`config.mk`:
```
export PLATFORM = sky130hd
export DESIGN_NAME = frame_stamp_counter_flat
export DESIGN_NICKNAME = d
export VERILOG_FILES = /design/src/rtl/xike_pkg.sv /design/src/rtl/frame_stamp_counter_if.sv /design/src/rtl/frame_edge_detect.sv /design/src/rtl/frame_stamp_counter.sv /design/src/flat_wrapper.sv
export SDC_FILE = /design/constraint.sdc
export NUM_CORES = 1
export LEC_CHECK = 0
export CORE_ASPECT_RATIO = 0.75
export CORE_MARGIN = 5
export CORE_UTILIZATION = 50
export DETAILED_ROUTE_END_ITERATION = 10
export PLACE_DENSITY = 0.84
export SLEW_MARGIN = 20
export SYNTH_ARGS = -nofsm -noshare
export SYNTH_HDL_FRONTEND = slang
export SYNTH_HIERARCHICAL = 1
export SYNTH_SLANG_ARGS = --single-unit
```
`constraint.sdc`:
```
create_clock -name clk -period 4.5 [get_ports clk]
set_input_delay 0.9 -clock clk [delete_from_list [all_inputs] [get_ports clk]]
set_output_delay 0.9 -clock clk [all_outputs]
set_load 0.02 [all_outputs]
```
`src/rtl/xike_pkg.sv`:
```
// rtl/xike_pkg.sv - shared types and defaults for the Xike bank frame counters
// Contents: recording state enum, default parameter values.
package xike_pkg;

  typedef enum logic [1:0] {
    ST_IDLE  = 2'd0,
    ST_ARMED = 2'd1,
    ST_RUN   = 2'd2
  } state_e;

  localparam int NUM_CH_DEF = 32;
  localparam int CH_W_DEF   = 8;
  localparam int CNT_W_DEF  = 32;

endpackage

```
`src/rtl/frame_stamp_counter_if.sv`:
```
// rtl/frame_stamp_counter_if.sv - channel, control and snapshot bundle of frame_stamp_counter
// master: drives ch_idx/ch_valid, rec_start/rec_stop, snap_req/snap_ready; observes counter outputs.
// slave : the counter; drives frame_No, frame_tick, recording, overflow, snap_data, snap_valid.
interface frame_stamp_counter_if
  import xike_pkg::*;
#(
  parameter int CH_W  = CH_W_DEF,
  parameter int CNT_W = CNT_W_DEF
);

  logic [CH_W-1:0]  ch_idx;
  logic             ch_valid;
  logic             rec_start;
  logic             rec_stop;
  logic             snap_req;
  logic             snap_ready;
  logic [CNT_W-1:0] frame_No;
  logic             frame_tick;
  logic             recording;
  logic             overflow;
  logic [CNT_W-1:0] snap_data;
  logic             snap_valid;

  modport master (
    output ch_idx, ch_valid, rec_start, rec_stop, snap_req, snap_ready,
    input  frame_No, frame_tick, recording, overflow, snap_data, snap_valid
  );

  modport slave (
    input  ch_idx, ch_valid, rec_start, rec_stop, snap_req, snap_ready,
    output frame_No, frame_tick, recording, overflow, snap_data, snap_valid
  );

endinterface

```
`src/rtl/frame_edge_detect.sv`:
```
// rtl/frame_edge_detect.sv - single-cycle frame boundary pulse from a channel index stream
// Ports: clk, rst (sync active-high), ch_idx/ch_valid (index stream),
//        boundary (high on the first cycle the index equals NUM_CH).
module frame_edge_detect
  import xike_pkg::*;
#(
  parameter int NUM_CH = NUM_CH_DEF,
  parameter int CH_W   = CH_W_DEF
) (
  input  logic            clk,
  input  logic            rst,
  input  logic [CH_W-1:0] ch_idx,
  input  logic            ch_valid,
  output logic            boundary
);

  localparam logic [CH_W-1:0] END_IDX = CH_W'(NUM_CH);

  logic match;
  logic match_d;
  logic match_q;

  assign match   = ch_valid && (ch_idx == END_IDX);
  assign match_d = match;

  always_ff @(posedge clk) begin
    if (rst) match_q <= 1'b0;
    else     match_q <= match_d;
  end

  // Rising edge of match: an index held for several cycles yields one boundary.
  assign boundary = match && !match_q;

endmodule

```
`src/rtl/frame_stamp_counter.sv`:
```
// rtl/frame_stamp_counter.sv - record-window frame counter with wrap flag and snapshot port
// Ports: clk, rst (sync active-high), bus (slave modport): channel index stream,
//        rec_start/rec_stop pulses, snap_req/snap_ready handshake, live count,
//        frame_tick, recording, overflow, snap_data/snap_valid. All outputs registered.
module frame_stamp_counter
  import xike_pkg::*;
#(
  parameter int NUM_CH = NUM_CH_DEF,
  parameter int CH_W   = CH_W_DEF,
  parameter int CNT_W  = CNT_W_DEF
) (
  input  logic                  clk,
  input  logic                  rst,
  frame_stamp_counter_if.slave  bus
);

  state_e           state_q, state_d;
  logic [CNT_W-1:0] frame_no_q, frame_no_d;
  logic             tick_q, tick_d;
  logic             ovf_q, ovf_d;
  logic [CNT_W-1:0] snap_data_q, snap_data_d;
  logic             snap_valid_q, snap_valid_d;
  logic             boundary;

  frame_edge_detect #(
    .NUM_CH (NUM_CH),
    .CH_W   (CH_W)
  ) u_edge (
    .clk      (clk),
    .rst      (rst),
    .ch_idx   (bus.ch_idx),
    .ch_valid (bus.ch_valid),
    .boundary (boundary)
  );

  always_comb begin
    state_d      = state_q;
    frame_no_d   = frame_no_q;
    tick_d       = 1'b0;
    ovf_d        = ovf_q;
    snap_data_d  = snap_data_q;
    snap_valid_d = snap_valid_q;

    // Stop beats start beats boundary; stop never clears the count.
    if (bus.rec_stop) begin
      state_d = ST_IDLE;
    end else if (bus.rec_start) begin
      state_d    = ST_ARMED;
      frame_no_d = '0;
      ovf_d      = 1'b0;
    end else if (boundary) begin
      case (state_q)
        ST_ARMED: state_d = ST_RUN;
        ST_RUN: begin
          frame_no_d = frame_no_q + CNT_W'(1);
          tick_d     = 1'b1;
          if (frame_no_q == '1) ovf_d = 1'b1;
        end
        default: ;
      endcase
    end

    // Capture uses the pre-increment count; requests are ignored while a
    // snapshot is pending, including in the cycle it is accepted.
    if (snap_valid_q) begin
      if (bus.snap_ready) snap_valid_d = 1'b0;
    end else if (bus.snap_req) begin
      snap_data_d  = frame_no_q;
      snap_valid_d = 1'b1;
    end
  end

  always_ff @(posedge clk) begin
    if (rst) begin
      state_q      <= ST_IDLE;
      frame_no_q   <= '0;
      tick_q       <= 1'b0;
      ovf_q        <= 1'b0;
      snap_data_q  <= '0;
      snap_valid_q <= 1'b0;
    end else begin
      state_q      <= state_d;
      frame_no_q   <= frame_no_d;
      tick_q       <= tick_d;
      ovf_q        <= ovf_d;
      snap_data_q  <= snap_data_d;
      snap_valid_q <= snap_valid_d;
    end
  end

  assign bus.frame_No   = frame_no_q;
  assign bus.frame_tick = tick_q;
  assign bus.recording  = (state_q != ST_IDLE);
  assign bus.overflow   = ovf_q;
  assign bus.snap_data  = snap_data_q;
  assign bus.snap_valid = snap_valid_q;

endmodule

```
`src/flat_wrapper.sv`:
```
// flat-port wrapper written by rule: the top's interface ports become plain ports
module frame_stamp_counter_flat import xike_pkg::*;
#(
  parameter int NUM_CH = NUM_CH_DEF,
  parameter int CH_W   = CH_W_DEF,
  parameter int CNT_W  = CNT_W_DEF
)
  (clk, rst, bus_ch_idx, bus_ch_valid, bus_rec_start, bus_rec_stop, bus_snap_req, bus_snap_ready, bus_frame_No, bus_frame_tick, bus_recording, bus_overflow, bus_snap_data, bus_snap_valid);
  frame_stamp_counter_if #(.CH_W(CH_W), .CNT_W(CNT_W)) bus_i ();
  input  logic clk;
  input  logic rst;
  input wire logic [$bits(bus_i.ch_idx)-1:0] bus_ch_idx;
  input wire logic [$bits(bus_i.ch_valid)-1:0] bus_ch_valid;
  input wire logic [$bits(bus_i.rec_start)-1:0] bus_rec_start;
  input wire logic [$bits(bus_i.rec_stop)-1:0] bus_rec_stop;
  input wire logic [$bits(bus_i.snap_req)-1:0] bus_snap_req;
  input wire logic [$bits(bus_i.snap_ready)-1:0] bus_snap_ready;
  output wire logic [$bits(bus_i.frame_No)-1:0] bus_frame_No;
  output wire logic [$bits(bus_i.frame_tick)-1:0] bus_frame_tick;
  output wire logic [$bits(bus_i.recording)-1:0] bus_recording;
  output wire logic [$bits(bus_i.overflow)-1:0] bus_overflow;
  output wire logic [$bits(bus_i.snap_data)-1:0] bus_snap_data;
  output wire logic [$bits(bus_i.snap_valid)-1:0] bus_snap_valid;
  assign bus_i.ch_idx = bus_ch_idx;
  assign bus_i.ch_valid = bus_ch_valid;
  assign bus_i.rec_start = bus_rec_start;
  assign bus_i.rec_stop = bus_rec_stop;
  assign bus_i.snap_req = bus_snap_req;
  assign bus_i.snap_ready = bus_snap_ready;
  assign bus_frame_No = bus_i.frame_No;
  assign bus_frame_tick = bus_i.frame_tick;
  assign bus_recording = bus_i.recording;
  assign bus_overflow = bus_i.overflow;
  assign bus_snap_data = bus_i.snap_data;
  assign bus_snap_valid = bus_i.snap_valid;
  frame_stamp_counter #(.NUM_CH(NUM_CH), .CH_W(CH_W), .CNT_W(CNT_W)) u_core (.clk(clk), .rst(rst), .bus(bus_i));
endmodule
```
Word level (Yosys, flattened, before mapping):

Cells that the tools add are included.

* add/subtract/negate cells: 1
* equality and inequality tests: 4
* multiplexer cells: 14
* bitwise gates (word level): 3
* reductions and logical operators: 16

Operators by type and width (number)
* $mux 32: 3
* $add 32x1->32 const B: 1
* $eq 32x32->1 const B: 1
* $mux 1: 11
* $reduce_bool 2->1: 5
* $eq 8x6->1 const B: 1
* $reduce_and 2->1: 3
* $reduce_and 4->1: 1
* $reduce_or 4->1: 1
* $not 1->1: 3
* $reduce_and 3->1: 1
* $reduce_or 3->1: 1
* $eq 2x1->1 const B: 1
* $eq 2x2->1 const B: 1
* $logic_and 1x1->1: 2
* $reduce_or 2->1: 1
* $logic_not 1->1: 1

* register bits: 70
* input bits: 15
* output and inout port bits: 68
* word-level logic and storage cells: 46

Logic depth before layout (Yosys ltp):

* depth after elaboration: 5
* mapped depth: 8
* mapped depth without buffers: 7

Cells and area by module:

Netlist, hierarchy kept.

Modules (own cells, without submodules)
* frame_stamp_counter: times used 1, cells each 340, area each 2783.9 um^2, seq. area each 1381.3 um^2
* frame_edge_detect: times used 1, cells each 6, area each 58.8 um^2, seq. area each 20.0 um^2

Worst setup path before layout:

OpenSTA, ideal clock, no wires.

* kind: in2reg
* start: input bus_ch_idx[1]
* end: register u_core.frame_no_q[27], in the netlist u_core/bus.frame_No[27]
* library setup time: 0.070 ns
* arrival time: 3.107 ns
* required time: 4.430 ns
* setup slack: 1.323 ns
* stages on the path: 7
* path buffers: 0
* path through: or4_1 nor4_1 nand3b_1 a211oi_2 nand4_2 or4_1 a21oi_1

* cells in the longest elaborated chain, start to end: 5

RTL lines
* start, declared: RTL line flat_wrapper.sv:12 `input wire logic [$bits(bus_i.ch_idx)-1:0] bus_ch_idx;`
* $eq 8x6->1: RTL line frame_edge_detect.sv:23 `assign match = ch_valid && (ch_idx == END_IDX);`
* $logic_and 1x1->1: RTL line frame_edge_detect.sv:23
* $logic_and 1x1->1: RTL line frame_edge_detect.sv:32 `assign boundary = match && !match_q;`
* named net u_core.boundary: RTL line frame_stamp_counter.sv:23 `logic boundary;`
* $reduce_bool 2->1 (no line)
* $reduce_and 3->1 (no line)
* end signal, assigned: RTL line frame_stamp_counter.sv:83 `frame_no_q <= frame_no_d;`
* end, declared: RTL line frame_stamp_counter.sv:18 `logic [CNT_W-1:0] frame_no_q, frame_no_d;`

The timed path passes the listed nets, and every way through them passes these cells.
A chain may end at the register's enable or synchronous reset.

Worst setup path after layout:

* start: input bus_ch_idx[1]
* end: register u_core.frame_no_q[26], in the netlist u_core/bus.frame_No[26]

Same word-level chain as after synthesis.

==> impl_metrics.toml <==
[worst_setup_path]
rr_startpoint = "u_core/u_edge/match_q$_SDFF_PP0_"
crit_start = "bus_ch_idx[1]"
reg2reg_slack_ns = 1.49
required_ns = 4.76
crit_path_end_kind = "register"
crit_path_max_fanout = 11
critPathArrivalTime_ns = 4.07
timing_worst_setup_path_type = "primary input to register"
cp-start-kind = "primary input"

[routing]
wl_met1_um = 3420
vias_per_cell = 5.22
wl_met3_um = 536
drt_pass1_iterations = 4
first_iter_violations = 103
ant_nets = 0
met2_length_um = 3200
route.detailed.drc = 0
wl_per_cell_um = 14.3
routed.top_layer = "met4"
drt-total-wl_um = 7200
vias = 2638

[timing]
slew_violations = 0
tightest_slew_ns = 0.941
relSlewSlack = 0.373
hold_viol = 0
fmax_mhz = 263
fin_skew_ns = 0.0118
fin_crit_ns = 3.81
finalSetupViolCount = 0
finalCritPeriodShare = 0.846
setup-tns-final_ns = 0
rsz0062_at_grt = "false"

[synth]
ys_top_cells_by_area = "dfxtp_1 (49%), nand2_1 (10%), a21oi_1 (8.3%)"
synth_common_cells = "nand2_1 (77), dfxtp_1 (70), a21oi_1 (47), nor2_1 (28), clkbuf_1 (18)"
syn_area_mm2 = 0.00284
ys_ff_latch = 70
synth_warnings = 6
seq_area_frac_synth = 0.493
async_flop_share = 0
synth_cell_types = 36
yosysMostFrequentCell = "nand2_1"
synth-edff-count = 0
synthCells = 346
post_synth.cell_area_avg_um2 = 8.22
yosysTopAreaCell = "dfxtp_1"
yosysTopAreaCellShare = 0.493
syn_nets = 362
synth_ff_type = "dfxtp_1"

[global_route]
grt_max_degree = 42
grt_pass1_wl_um = 11900
grt_overflow = 0
grt_pass1_vias = 2479
gr-usage-all-layers = 0.202
antenna_found_initial = 0

[pwr]
power.density_mw_per_mm2 = 311
ir_worst_vdd_mv = 0.245
cellLeakagePower_nw = 1.31
power.total_w = 0.00123

[min_path]
worstHoldPathType = "register to register"
hold_start = "u_core/bus.snap_data[19]$_SDFFE_PP0P_"

[final_layout]
diodes = 0
synthToLayoutAreaGrowth_pct = 38.9
final-instance-count-excl-fill = 505
final_layout_size_suffix_gt1_frac = 0.0744
n_fill_cell = 398
finish.instance_area_mm2 = 0.00395
fin_nets = 441

[placed_design]
placed_cells = 489
io_buffers = 82
placedInstanceArea_mm2 = 0.00373
post-dp-hpwl_um = 4890
gp_congestion = 0.777

[floorplan]
start_util = 0.523
core_region_area_mm2 = 0.00544
ioPinCount = 83
die_y_um = 75.3
die_width_um = 97.1
rows = 23
die_area_mm2 = 0.00731

[clock_tree]
tritoncts = "done"
cts.reportedPaths.clkPinSlew_ns = 0.07
ctsHtreeMaxLevel = 3
clockBufferDepth = 2
cts_resized = 0
clk_latency_ns = 0.34
holdBufCountCts = 0
cts_num_sinks = 70
cts_root_buf = "clkbuf_8"
cts_buffers = 9
cts_setup_buffers = 0

[run]
cap_viol_max_count = 0

[status]
status = "finished clean"
[worst max-delay path, cell delays in order]
cell	delay, ns
clkdlybuf4s50_1	0.41
or4_1	0.53
nor4_1	0.43
nand3b_1	0.37
a211oi_1	0.33
buf_4	0.24
nand4_1	0.25
or4_1	0.46
a21oi_1	0.15
[routing by layer]
metal,up-vias,track usage
met5,-,0
li1,1331,-
met3,5,0.0723
met1,1226,0.259
met2,76,0.320
met4,0,0.0748
[placed cells by master (no fill, tap or decap), drive strengths merged]
cell and n:
clkdlybuf4s50 82, nand2 77, dfxtp 70, a21oi 47, nor2 28, xor2 15, nand3 13, nand4 13
clkbuf 10, inv 8, o21ai 8, nor4 7, or3 7, xnor2 6, buf 5, or4 4
nand2b 3, bufinv 2, clkinv 2, clkinvlp 2, or2 2, o31ai 2, and3 2, and2 2
nor3 2, a211oi 2, nor2b 2, nand3b 1, a21o 1, and4 1, a22oi 1, o21a 1
ha 1, nand4bb 1
[state kept, by name, summed over array words and instances (netlist names)]
register,count
u_core/bus.snap_data,32
u_core/bus.snap_valid,1
u_core/bus.frame_No,32
u_core/u_edge/match_q,1
u_core/bus.frame_tick,1
u_core/bus.overflow,1
u_core/state_q,2
[kinds of logic (layout without fill, tap and decap cells)]
kind of cell    count (synthesis)  in the layout  share of synthesized area
xor+xnor                       21             21                     0.0647
flops                          70             70                      0.493
fa+ha+maj                       1              1                    0.00440
simple gates                  165            165                      0.285
compound gates                 62             62                      0.117
buf+inv                        27            111                     0.0356
[worst paths after layout]
path                                           endpoint  cells after the start
setup / recovery   u_core/bus.frame_No[26]$_SDFFE_PP0P_                      9
hold / removal    u_core/bus.snap_data[19]$_SDFFE_PP0P_                      2
setup reg to reg   u_core/bus.frame_No[26]$_SDFFE_PP0P_                      8
hold reg to reg   u_core/bus.snap_data[19]$_SDFFE_PP0P_                      2
[report_power, final]
group	total (W)	internal (W)	leakage (nW)	switching [W]
clock	0.000556	0.000325	0.108	0.000231
sequential	0.000621	0.000620	0.564	0.000000978
combinational	0.0000507	0.0000180	0.637	0.0000327
[per-stage QoR]
step | hold slack [ns] | worst slack [ns] | util
4_1_cts | 0.455 | 0.709 | 0.726
2_1_floorplan | 0.500 | 1.32 | -
3_5_place_dp | 0.445 | 0.412 | 0.685
3_3_place_gp | 0.442 | 0.547 | 0.685
6_report | 0.453 | 0.693 | 0.726
5_1_grt | 0.472 | 0.410 | 0.726
[final cells by class]
| type | instances | area, µm² | share of cell area |
|---|---|---|---|
| clock buffers | 10 | 138 | 0.0349 |
| multi-input cells | 249 | 1340 | 0.340 |
| repair buffers | 87 | 858 | 0.217 |
| inverters | 8 | 30.0 | 0.00760 |
| flip-flops and latches | 70 | 1400 | 0.355 |
| clock inverters | 6 | 85.1 | 0.0215 |
| well taps | 75 | 93.8 | 0.0238 |
No activity file was read; power rests on OpenSTA's default activity.
